**src/rtl/mixer_pkg.sv**
```systemverilog
// Shared definitions for the N-voice stereo mixer: stereo codes, FSM encoding
// and the accumulator sizing rule.
package mixer_pkg;

  localparam logic [1:0] STEREO_CENTRE = 2'b00;
  localparam logic [1:0] STEREO_LEFT   = 2'b01;
  localparam logic [1:0] STEREO_RIGHT  = 2'b10;
  localparam logic [1:0] STEREO_MUTE   = 2'b11;

  typedef enum logic [1:0] {
    ST_IDLE   = 2'd0,
    ST_ACCUM  = 2'd1,
    ST_OUTPUT = 2'd2
  } mix_state_e;

  // One guard bit per doubling of voice count plus one spare, so a full sum never wraps.
  function automatic int acc_width(input int sample_w, input int num_voices);
    return sample_w + $clog2(num_voices) + 1;
  endfunction

endpackage

```
**src/rtl/sample_saturator.sv**
```systemverilog
// Arithmetic right shift of a wide signed sum followed by a clamp to the
// signed OUT_W range. Purely combinational.
module sample_saturator #(
  parameter int IN_W  = 19,
  parameter int OUT_W = 16
) (
  input  logic signed [IN_W-1:0]  i_sum,
  input  logic        [2:0]       i_shift,
  output logic        [OUT_W-1:0] o_sample
);

  localparam logic signed [IN_W-1:0] MAX_V = {{(IN_W-OUT_W+1){1'b0}}, {(OUT_W-1){1'b1}}};
  localparam logic signed [IN_W-1:0] MIN_V = {{(IN_W-OUT_W+1){1'b1}}, {(OUT_W-1){1'b0}}};

  logic signed [IN_W-1:0] w_shifted;

  assign w_shifted = i_sum >>> i_shift;

  always_comb begin
    if (w_shifted > MAX_V)      o_sample = MAX_V[OUT_W-1:0];
    else if (w_shifted < MIN_V) o_sample = MIN_V[OUT_W-1:0];
    else                        o_sample = w_shifted[OUT_W-1:0];
  end

endmodule

```
**src/rtl/voice_mixer.sv**
```systemverilog
// N-voice stereo mixer: captures all voices on a strobe, accumulates one voice
// per cycle into left/right/mono sums, then shifts, saturates and registers.
module voice_mixer
  import mixer_pkg::*;
#(
  parameter int NUM_VOICES   = 3,
  parameter int SAMPLE_WIDTH = 16
) (
  input  logic                               clk,
  input  logic                               reset,
  input  logic                               sample_in_valid,
  input  logic [NUM_VOICES*SAMPLE_WIDTH-1:0] voice_samples,
  input  logic [NUM_VOICES*2-1:0]            voice_stereo,
  input  logic                               stereo_on,
  input  logic [2:0]                         atten,
  output logic [SAMPLE_WIDTH-1:0]            sample_left,
  output logic [SAMPLE_WIDTH-1:0]            sample_right,
  output logic [SAMPLE_WIDTH-1:0]            sample_mono,
  output logic                               sample_out_valid,
  output logic                               busy,
  output logic                               overrun
);

  localparam int SW    = SAMPLE_WIDTH;
  localparam int ACC_W = acc_width(SAMPLE_WIDTH, NUM_VOICES);
  localparam int IDX_W = (NUM_VOICES > 1) ? $clog2(NUM_VOICES) : 1;
  localparam logic [IDX_W-1:0] LAST_IDX = IDX_W'(NUM_VOICES - 1);

  mix_state_e r_state, w_next;

  logic [IDX_W-1:0]               r_idx;
  logic [NUM_VOICES-1:0][SW-1:0]  r_samples;
  logic [NUM_VOICES-1:0][1:0]     r_codes;
  logic                           r_stereo_on;
  logic [2:0]                     r_atten;
  logic signed [ACC_W-1:0]        r_acc_l, r_acc_r, r_acc_m;
  logic [SW-1:0]                  r_left, r_right, r_mono;
  logic                           r_out_valid, r_overrun;

  logic                    w_capture, w_accum, w_emit, w_busy;
  logic [SW-1:0]           w_cur_sample;
  logic [1:0]              w_cur_code;
  logic signed [ACC_W-1:0] w_cur_ext;
  logic                    w_to_l, w_to_r, w_to_m;
  logic [SW-1:0]           w_sat_l, w_sat_r, w_sat_m;

  always_ff @(posedge clk) begin
    if (reset) r_state <= ST_IDLE;
    else       r_state <= w_next;
  end

  always_comb begin
    w_next = r_state;
    case (r_state)
      ST_IDLE:   if (sample_in_valid) w_next = ST_ACCUM;
      ST_ACCUM:  if (r_idx == LAST_IDX) w_next = ST_OUTPUT;
      ST_OUTPUT: w_next = ST_IDLE;
      default:   w_next = ST_IDLE;
    endcase
  end

  always_comb begin
    w_busy    = (r_state != ST_IDLE);
    w_capture = (r_state == ST_IDLE) && sample_in_valid;
    w_accum   = (r_state == ST_ACCUM);
    w_emit    = (r_state == ST_OUTPUT);
  end

  // Mux the current voice out of the capture registers.
  always_comb begin
    w_cur_sample = '0;
    w_cur_code   = STEREO_MUTE;
    for (int i = 0; i < NUM_VOICES; i++) begin
      if (r_idx == IDX_W'(i)) begin
        w_cur_sample = r_samples[i];
        w_cur_code   = r_codes[i];
      end
    end
  end

  assign w_cur_ext = {{(ACC_W-SW){w_cur_sample[SW-1]}}, w_cur_sample};

  // With stereo disabled, any non-muted code feeds both sides.
  always_comb begin
    w_to_m = (w_cur_code != STEREO_MUTE);
    w_to_l = w_to_m && (!r_stereo_on || (w_cur_code != STEREO_RIGHT));
    w_to_r = w_to_m && (!r_stereo_on || (w_cur_code != STEREO_LEFT));
  end

  always_ff @(posedge clk) begin
    if (reset) begin
      r_idx       <= '0;
      r_samples   <= '0;
      r_codes     <= '0;
      r_stereo_on <= 1'b0;
      r_atten     <= '0;
      r_acc_l     <= '0;
      r_acc_r     <= '0;
      r_acc_m     <= '0;
      r_left      <= '0;
      r_right     <= '0;
      r_mono      <= '0;
      r_out_valid <= 1'b0;
      r_overrun   <= 1'b0;
    end else begin
      r_out_valid <= w_emit;
      if (sample_in_valid && w_busy) r_overrun <= 1'b1;
      if (w_capture) begin
        r_samples   <= voice_samples;
        r_codes     <= voice_stereo;
        r_stereo_on <= stereo_on;
        r_atten     <= atten;
        r_acc_l     <= '0;
        r_acc_r     <= '0;
        r_acc_m     <= '0;
        r_idx       <= '0;
      end
      if (w_accum) begin
        if (w_to_l) r_acc_l <= r_acc_l + w_cur_ext;
        if (w_to_r) r_acc_r <= r_acc_r + w_cur_ext;
        if (w_to_m) r_acc_m <= r_acc_m + w_cur_ext;
        r_idx <= r_idx + IDX_W'(1);
      end
      if (w_emit) begin
        r_left  <= w_sat_l;
        r_right <= w_sat_r;
        r_mono  <= w_sat_m;
      end
    end
  end

  sample_saturator #(.IN_W(ACC_W), .OUT_W(SW)) u_sat_l (
    .i_sum(r_acc_l), .i_shift(r_atten), .o_sample(w_sat_l)
  );
  sample_saturator #(.IN_W(ACC_W), .OUT_W(SW)) u_sat_r (
    .i_sum(r_acc_r), .i_shift(r_atten), .o_sample(w_sat_r)
  );
  sample_saturator #(.IN_W(ACC_W), .OUT_W(SW)) u_sat_m (
    .i_sum(r_acc_m), .i_shift(r_atten), .o_sample(w_sat_m)
  );

  assign sample_left      = r_left;
  assign sample_right     = r_right;
  assign sample_mono      = r_mono;
  assign sample_out_valid = r_out_valid;
  assign busy             = w_busy;
  assign overrun          = r_overrun;

endmodule

```
**config.mk**
```make
export PLATFORM = sky130hd
export DESIGN_NAME = voice_mixer
export DESIGN_NICKNAME = d
export VERILOG_FILES = /design/src/rtl/mixer_pkg.sv /design/src/rtl/sample_saturator.sv /design/src/rtl/voice_mixer.sv
export SDC_FILE = /design/constraint.sdc
export NUM_CORES = 1
export LEC_CHECK = 0
export CORE_MARGIN = 3
export CORE_UTILIZATION = 45
export DETAILED_ROUTE_END_ITERATION = 10
export PLACE_DENSITY_LB_ADDON = 0.2
export REMOVE_ABC_BUFFERS = 1
export SLEW_MARGIN = 25
export SYNTH_ARGS = -nofsm -noshare
export SYNTH_HDL_FRONTEND = slang
export SYNTH_SLANG_ARGS = --single-unit
```
**constraint.sdc**
```tcl
create_clock -name clk -period 10.49 [get_ports clk]
set_clock_uncertainty 0.05 [all_clocks]
set_input_delay 1.5735 -clock clk [delete_from_list [all_inputs] [get_ports clk]]
set_output_delay 1.5735 -clock clk [all_outputs]
set_load 0.01 [all_outputs]
```
After elaboration in Yosys (flattened, before gate mapping). Index checks and enable logic that the tools add are counted. Widths: inputs -> output; s select.

Bits in registers: 169. Input bits: 61. Output and inout port bits: 51. Logic and storage cells: 78.

Add/subtract/negate cells: 4. Order comparisons: 6. Eq/ne operators: 9. Shift operators: 3. Multiplexer cells: 26. Reduce and logical (&&, ||, !) cells: 12.

Operator list (number): $mux 19 (9); $mux 16 (9); $add 19x16->19 (3); $gt 19x16->1 const B (3); $lt 19x16->1 const B (3); $sshr 19x3->19 (3); $mux 2 (7); $ne 2x2->1 const B (3); $eq 2x1->1 const B (2); $eq 2x2->1 const B (2); $logic_and 1x1->1 (4); $logic_not 2->1 (2); $ne 2x1->1 const B (2); $pmux 2 s2 (1); $reduce_bool 2->1 (2); $add 2x1->2 const B (1); $logic_or 1x1->1 (2); $reduce_and 2->1 (1); $logic_not 1->1 (1).

Logic depth before layout (Yosys ltp). Gate-level depths: netlist of run 1.

Depth after elaboration: 9. Depth in mapped cells: 18. Depth with buffers taken out: 16.

Cells and area by module. A second synthesis of run 1 with hierarchy kept.

Cell total of the unflattened synthesis: 1454. Area, all modules: 11612.4 um^2.

Modules (own cells, without submodules): voice_mixer (instances 1, cells an instance 1145, area each 8763.4 um^2, seq. area each 3383.2 um^2); sample_saturator (instances 3, cells an instance 103, area each 949.7 um^2, seq. area each 0.0 um^2).

Worst setup path before layout of run 1. Ideal clock, no wire load.

Kind: reg-to-reg. Start: reg r_idx[1]. End: reg r_acc_m[18]. Setup time: 0.121 ns. Arrival: 3.608 ns. Required time: 10.319 ns. Setup slack: 6.712 ns. Cell stages (with the launch flop): 17. Buffers on the path: 2. Clock period less this slack: 3.778 ns. Path through: dfxtp_1 inv_1 ha_1 clkbuf_1 clkbuf_1 nor2_1 a21oi_1 o21ai_0 fa_1 a21oi_1 o22ai_1 o211ai_2 a21oi_1 o41a_1 o21a_1 nor3_1 mux2_2.

Word-level cells in the longest chain between the ends: 7. Elaborated cells on any way between the ends: 13. Those cells by class: 1 x add/sub; 3 x eq/ne; 8 x mux; 1 x reduce/logical.

Ends and longest elaborated chain: from (decl) (line voice_mixer.sv:31) `logic [IDX_W-1:0] r_idx;`; from (signal assigned) (line voice_mixer.sv:122) `r_idx <= r_idx + IDX_W'(1);`; $logic_not 2->1 (line voice_mixer.sv:74) `if (r_idx == IDX_W'(i)) begin`; $mux 16 or $mux 2 (tied branches) (3 in series) (line voice_mixer.sv:74); $add 19x16->19 or $ne 2x2->1 (tied branches) (line voice_mixer.sv:121, voice_mixer.sv:85); $mux 19 (*) (line voice_mixer.sv:121) `if (w_to_m) r_acc_m <= r_acc_m + w_cur_ext;`; $mux 19 (*) (line voice_mixer.sv:118) `if (w_accum) begin`; to (signal assigned) (line voice_mixer.sv:121); to (decl) (line voice_mixer.sv:36) `logic signed [ACC_W-1:0] r_acc_l, r_acc_r, r_acc_m;`.

Every way passes the cells marked *; elsewhere a longest branch is shown, timed or not. A chain may end at the register's enable or synchronous reset.

Worst setup path after layout of run 1.
Start: reg r_idx[0]. End: reg r_acc_l[18].

Word-level cells in the longest chain between the ends: 9. Elaborated cells on any way between the ends: 16. Those cells by class: 1 x add/sub; 4 x eq/ne; 8 x mux; 3 x reduce/logical.

Ends and longest elaborated chain: parallel branches: the longest is 7 deep, another holds $add 19x16->19; $mux 19 (*) (line voice_mixer.sv:119) `if (w_to_l) r_acc_l <= r_acc_l + w_cur_ext;`; $mux 19 (*) (line voice_mixer.sv:118); to (signal assigned) (line voice_mixer.sv:119); to (decl) (line voice_mixer.sv:36).

Mark *: on every way between the ends.

==> metrics.txt, run 1 <==
final hold violation count=0; proportion of layout cells with a drive suffix above 1=0.0829; CTS root buffer=clkbuf_16; cell leakage power=0.00491 uW; sum of negative setup slack=0 ns; endpoint type of the worst setup path=flip-flop; Main synth FF type=dfxtp_1; routed wire length=28.7 mm; non-filler instance count after layout=1748; number of register bits inferred by synthesis=169; crit path launch type=flip-flop; final RePlAce weighted congestion=approximately 0.87; total inserted antenna cells=0; pin count of the biggest net entering global routing=92; CTS-repair resized insts=0; Setup-failing EPs final=0; TritonCTS Buffers=17; Cell variety after synth=64; global-route wire length before repair=46.6 mm; cells along the critical path=inv_1 -> ha_1 -> nand2_1 -> nor2_1 -> a21oi_1 -> o21ai_0 -> ha_1 -> or2_2 -> a21o_1 -> o211ai_1 -> a32oi_1 -> a31oi_1 -> mux2i_1 -> a21o_1 -> a21oi_1; synthesis-to-layout area growth=17.5%; IO Count=112; Cells after Synth=1372; cell total after placement=approximately 1700; number of levels in the clock H-tree=4; Critical Path Max Stage Delay=0.71 ns; total DRC errors in the routed layout=0; number of vias per cell after detailed routing=5.60; cell row count=55; sequential element share of the synthesized area=0.318; latest clock arrival within the worst-skew pair=0.44 ns; overflow left after global routing=0; maximum fanout along the worst path=18; count of vias placed by the detailed router=9797; die area=25500 um^2; unrepaired setup endpoints after global routing=no; CP Data Arrival Time=4.49 ns; pwr dens=about 130 nW/um^2; Avg Synthesized Cell Area=7.75 um^2; Sink Count=169; Worst Max-Slew Pin Slew=1.14 ns; count of yosys warnings during synthesis=0; setup repair bufs after CTS=0; HPWL after DPL=19.8 mm; final period demand of the worst path=4.26 ns; core region area=22900 um^2; highest achievable clock rate=235 MHz; required arrival time at the worst endpoint=approximately 11 ns; initial antenna violation count=0; result of the run=finished, final reports clean; number of design-rule violations left by the first detailed-router iteration=about 790; combined area of all synthesized cells=10600 um^2; number of enable-type register cells in the synthesized netlist=0; post-layout worst setup margin=6.23 ns; Total Nets Final=about 1500; number of buffers on the longest clock path=2; overall die width=between 150 and 200 um; max_cap viols=0; port buffer count=111; Hold Crit Class=reg -> reg; number of buffers added to fix hold violations after cts=0; Crit Path Class=reg -> reg; Die Height=approximately 160 um; via count of the first global-routing pass=around 9000; routed length per placed instance=16.4 um; Post-Place Setup Slack=5.98 ns; Starting Density=0.464; count of antenna-violating nets left after detailed routing=0; TritonCTS clock tree=done; Hold WS=0.405 ns; share of flip-flops with an asynchronous set or reset=0; number of detailed-routing iterations run before antenna repair=5; number of slew-limit violations in the final report=0; IR drop worst, VDD=0.0932 mV; clock edge transition at the registers on the reported setup and hold paths=~0.080 ns; worst rel slew slack=0.234; Total GRT Usage=0.220; crit path max-delay cell type=o21ai_0; post-route clock period utilization=0.406
[cells in the mapped netlist (all sizes together) (23+ instances only)]
cell	count	area (um^2)
o21ai	60	300
nor2	146	548
nor3	28	140
clkbuf	72	270
mux2i	40	400
xnor2	31	272
dfxtp	169	3380
nand2	250	938
a21oi	180	905
a211oi	32	245
ha	57	713
nand3	62	310
mux2	26	293
buf	23	111
[metal layers]
| metal | vias to the layer above | GRT usage | part of all wire |
|---|---|---|---|
| met5 | - | 0 | 0 |
| met4 | 0 | 0.0653 | 0.021 |
| met3 | 30 | 0.0423 | 0.048 |
| met2 | 228 | 0.345 | 0.45 |
| met1 | 4574 | 0.308 | 0.48 |
| li1 | 4965 | - | - |
[final cells by class]
cell class	instances	area [um^2]
Inverter	17	63.8
Timing Repair Buffer	126	1220
Sequential cell	169	3390
Tap cell	313	392
Clock inverter	15	174
Fill cell	2202	10400
Multi-Input combinational cell	1091	6830
Clock buffer	17	425
[power breakdown]
| part | switching [uW] | internal [uW] |
|---|---|---|
| combinational | 175 | 113 |
| clock | 315 | 323 |
| sequential | 21.7 | 665 |
| total | 511 | 1100 |
[sequential cells by signal, summed over array words and instances, names as in the netlist]
| register | flops |
|---|---|
| r_samples | 48 |
| r_acc_l | 19 |
| r_acc_m | 19 |
| r_acc_r | 19 |
| sample_left | 16 |
| sample_mono | 16 |
| sample_right | 16 |
| r_codes | 6 |
| r_atten | 3 |
| r_idx | 2 |
| r_state | 2 |
| overrun | 1 |
| r_stereo_on | 1 |
| sample_out_valid | 1 |
[cell usage in the layout (no fill, tap or decap), drive strengths merged, types with 6 or more instances in the layout]
| master | instances |
|---|---|
| a21oi | 180 |
| and3 | 8 |
| a31oi | 8 |
| clkdlybuf4s50 | 110 |
| o21a | 8 |
| mux4 | 22 |
| buf | 16 |
| ha | 57 |
| clkbuf | 17 |
| o31ai | 11 |
| dfxtp | 169 |
| nor2b | 10 |
| a211oi | 32 |
| xnor2 | 31 |
| mux2 | 26 |
| nor3b | 6 |
| mux2i | 40 |
| nor2 | 146 |
| nand3 | 62 |
| nand2b | 7 |
| o21ai | 60 |
| or3 | 6 |
| nand2 | 250 |
| a21o | 20 |
| xor2 | 9 |
| nor3 | 28 |
| inv | 26 |
| o211ai | 9 |
[critical path: cells and delay by family, from the launching register on]
| family | cells | cell delay (ns) |
|---|---|---|
| fa+ha+maj | 2 | 0.97 |
| mux | 1 | 0.29 |
| compound gates | 8 | 1.81 |
| buf+inv | 1 | 0.09 |
| simple gates | 3 | 0.53 |
| flops | 1 | 0.34 |
[kinds of logic after synthesis]
family	synth area share
adders and majority gates	0.0727
muxes	0.112
and+or+nand+nor	0.218
xor gates and xnor gates	0.0329
buffers and inverters	0.0419
AOI/OAI and AO/OA	0.204
DFF	0.318
[worst paths after layout]
path,cells past startpoint,end,from,slack (ns)
worst max register to register,15,r_acc_l[18],r_idx[0],6.23
worst max-delay path,15,r_acc_l[18],r_idx[0],6.23
worst min-delay path,2,sample_right[15],sample_right[15],0.40
worst min register to register,2,sample_right[15],sample_right[15],0.40
[stage by stage]
step	power [uW]	instance area [um^2]	util
final	1610	12500	0.545
after global routing	1690	12500	0.545
after CTS	1620	12500	0.545
after detailed placement	986	11900	0.519
after global placement	980	11900	0.519
after floorplan	880	10300	-
Note: power is estimated with default switching activity, not from simulation.
==> run 2, diff against run 1 <==
- clock period: 10.49 -> 3.5 ns (I/O delays scaled with it)
==> run 2 against run 1 <==
  * Worst hold slack got worse by 0.00098 ns
  * Sequential share of layout area shrank 2.3 points
  * Total power grew to 3.1 times the previous value
  * Maximum frequency up 25%
  * Routed wire length is 3.9% higher
  * Critical path depth is the same
  * Combinational power rose to 3.5 times the previous value
  * Clock power rose to 3.0 times the previous value
  * Final cell count rose by 5.7%
  * Sequential power grew to 3.0 times the previous value
  * Core utilization rose by 5.0 points
==> metrics.txt, run 2 (synthesis results as in run 1) <==
via count of the first global-routing pass=9549 (+5.5%); port buffer count=111 (unchanged); initial antenna violation count=0 (unchanged); Hold WS=0.404 ns (-0.000977 ns); worst r2r src=r_idx[0]; final RePlAce weighted congestion=0.935 (+7.6%); IR drop worst, VDD=0.303 mV (+230%); die area=25500 um^2 (unchanged); most common cell after layout, fill and taps aside=nand2_1; core region area=22900 um^2 (unchanged); pwr dens=366 nW/um^2 (+180%); unrepaired setup endpoints after global routing=yes; Sink Count=169 (unchanged); crit path launch type=flip-flop; max_cap viols=0 (unchanged); number of detailed-routing iterations run before antenna repair=5 (unchanged); Total GRT Usage=0.230 (+0.00959); latest clock arrival within the worst-skew pair=0.44 ns (about the same); number of levels in the clock H-tree=4 (unchanged); endpoint type of the worst setup path=flip-flop; clock edge transition at the registers on the reported setup and hold paths=0.07 ns (about the same); CP Data Arrival Time=3.73 ns (-0.76 ns); post-layout utilization of the core=0.596 (+0.0503); total DRC errors in the routed layout=0 (unchanged); worst rel slew slack=0.393 (+0.159); Final Total Pwr=5000 uW (+210%); number of buffers on the longest clock path=2 (unchanged); CTS root buffer=clkbuf_16; cell row count=55 (unchanged); count of vias placed by the detailed router=10200 (+3.9%); routed length per placed instance=16.1 um (-1.7%); top library cells by usage in the layout, fill and taps aside=249 x nand2_1, 171 x a21oi_1, 165 x dfxtp_1, 144 x nor2_1, 110 x clkdlybuf4s50_1; pin count of the biggest net entering global routing=89 (-3.3%); Crit Path Class=reg -> reg; count of antenna-violating nets left after detailed routing=0 (unchanged); most flop-heavy register=r_samples; proportion of layout cells with a drive suffix above 1=0.171 (+0.0885); Hold Crit Class=reg -> reg; sum of negative setup slack=0 ns (unchanged); result of the run=finished, final reports clean; Setup-failing EPs final=0 (unchanged); R2R Path End=r_acc_l[18]; synthesis-to-layout area growth=28.4%; number of design-rule violations left by the first detailed-router iteration=602 (-24%); number of buffers added to fix hold violations after cts=0 (unchanged); maximum fanout along the worst path=11 (-7); max reg flops=48 (unchanged); HPWL after DPL=21.8 mm (+10%); final period demand of the worst path=3.41 ns (-0.852 ns); overflow left after global routing=0 (unchanged); number of vias per cell after detailed routing=5.51 (-1.7%); Worst Max-Slew Pin Slew=0.905 ns (-0.232 ns); Post-Place Setup Slack=-0.306 ns (-6.28 ns); Endpoint, Worst Hold=sample_mono[15]; HP Start=sample_mono[15]; setup slack of the worst register-to-register path=0.09 ns (-6.14 ns); Starting Density=0.464 (unchanged); required arrival time at the worst endpoint=3.82 ns (-6.90 ns); post-route clock period utilization=0.974 (+0.568); highest achievable clock rate=293 MHz (+25%); overall die width=160 um (unchanged); total inserted antenna cells=0 (unchanged); number of cell instances on the worst register-to-register path=15 (unchanged); Total Nets Final=1642 (+6.4%); TritonCTS clock tree=done; cell leakage power=0.00551 uW (+12%); IO Count=112 (unchanged); Die Height=160 um (unchanged); instance count along the most critical hold path=2 (unchanged); routed wire length=29.8 mm (+3.9%); TritonCTS Buffers=17 (unchanged); post-layout worst setup margin=0.0893 ns (-6.14 ns); number of slew-limit violations in the final report=0 (unchanged); final hold violation count=0 (unchanged); global-route wire length before repair=48.4 mm (+3.9%)
==> run 2: cell types whose count changed in the layout (fill, tap and decap cells not counted), moves of 4 or more <==
cell,change
buf_6,+4
ha_1,-9
a21oi_4,+4
o21ai_1,+5
ha_4,+10
o21ai_0,-11
buf_12,+5
o21ai_2,+6
buf_4,+90
a21oi_1,-6
==> run 2: critical path, stage by stage, from the launching register on <==
cell and delay, ns:
dfxtp_4 0.36, buf_4 0.11, ha_4 0.18, buf_6 0.16, nor2_1 0.05, a21oi_1 0.15
o21ai_2 0.13, buf_4 0.17, ha_1 0.20, or3_1 0.41, o211ai_1 0.32, a32oi_2 0.22
a31oi_2 0.27, mux2i_1 0.26, nand4_1 0.12, a21oi_1 0.17
==> run 2: metrics by stage <==
step	cells	instance area, um^2
floorplan	1277	10300
global placement	1808	12600
detailed placement	1808	12600
CTS	1840	13300
global route	1847	13600
finish	1847	13600
==> run 2: area by class of cell <==
cell class	count	area, um^2
Sequential cell	169	3390
Tap cell	313	392
Fill cell	2114	9270
Multi-Input combinational cell	1091	7160
Timing Repair Buffer	225	2040
Clock buffer	17	425
Inverter	17	63.8
Clock inverter	15	178
==> run 2: worst max-delay path by stage <==
stage / start / end / slack [ns] / cells after the start
2_1_floorplan: r_idx[0] / r_acc_m[18] / -0.43 / 12
3_3_place_gp: r_idx[0] / r_acc_m[18] / -0.20 / 14
3_5_place_dp: r_idx[0] / r_acc_m[18] / -0.31 / 14
4_1_cts: r_idx[1] / r_acc_l[11] / 0.0005 / 16
5_1_grt: r_idx[0] / r_acc_l[11] / -0.03 / 17
6_report: r_idx[0] / r_acc_l[18] / 0.09 / 15
==> run 2: power breakdown <==
group	internal [uW]	switching, uW
Clock	969	955
Sequential	1990	72.6
Combinational	449	559
==> run 2: metal layers <==
metal / wire, um / track usage / share of wire / vias to the layer above
met1: 14000 / 0.314 / 0.47 / 4746
li1: - / - / - / 5169
met4: 692 / 0.0768 / 0.023 / 0
met2: 13900 / 0.376 / 0.47 / 230
met5: 0 / 0 / 0 / -
met3: 1200 / 0.0293 / 0.040 / 30
==> run 2: what timing repair did <==
item                                    CTS  global route
resized for setup                        15            65
pin swaps                                 6            26
buffers inserted                          0             7
endpoints found under the setup margin   11            20
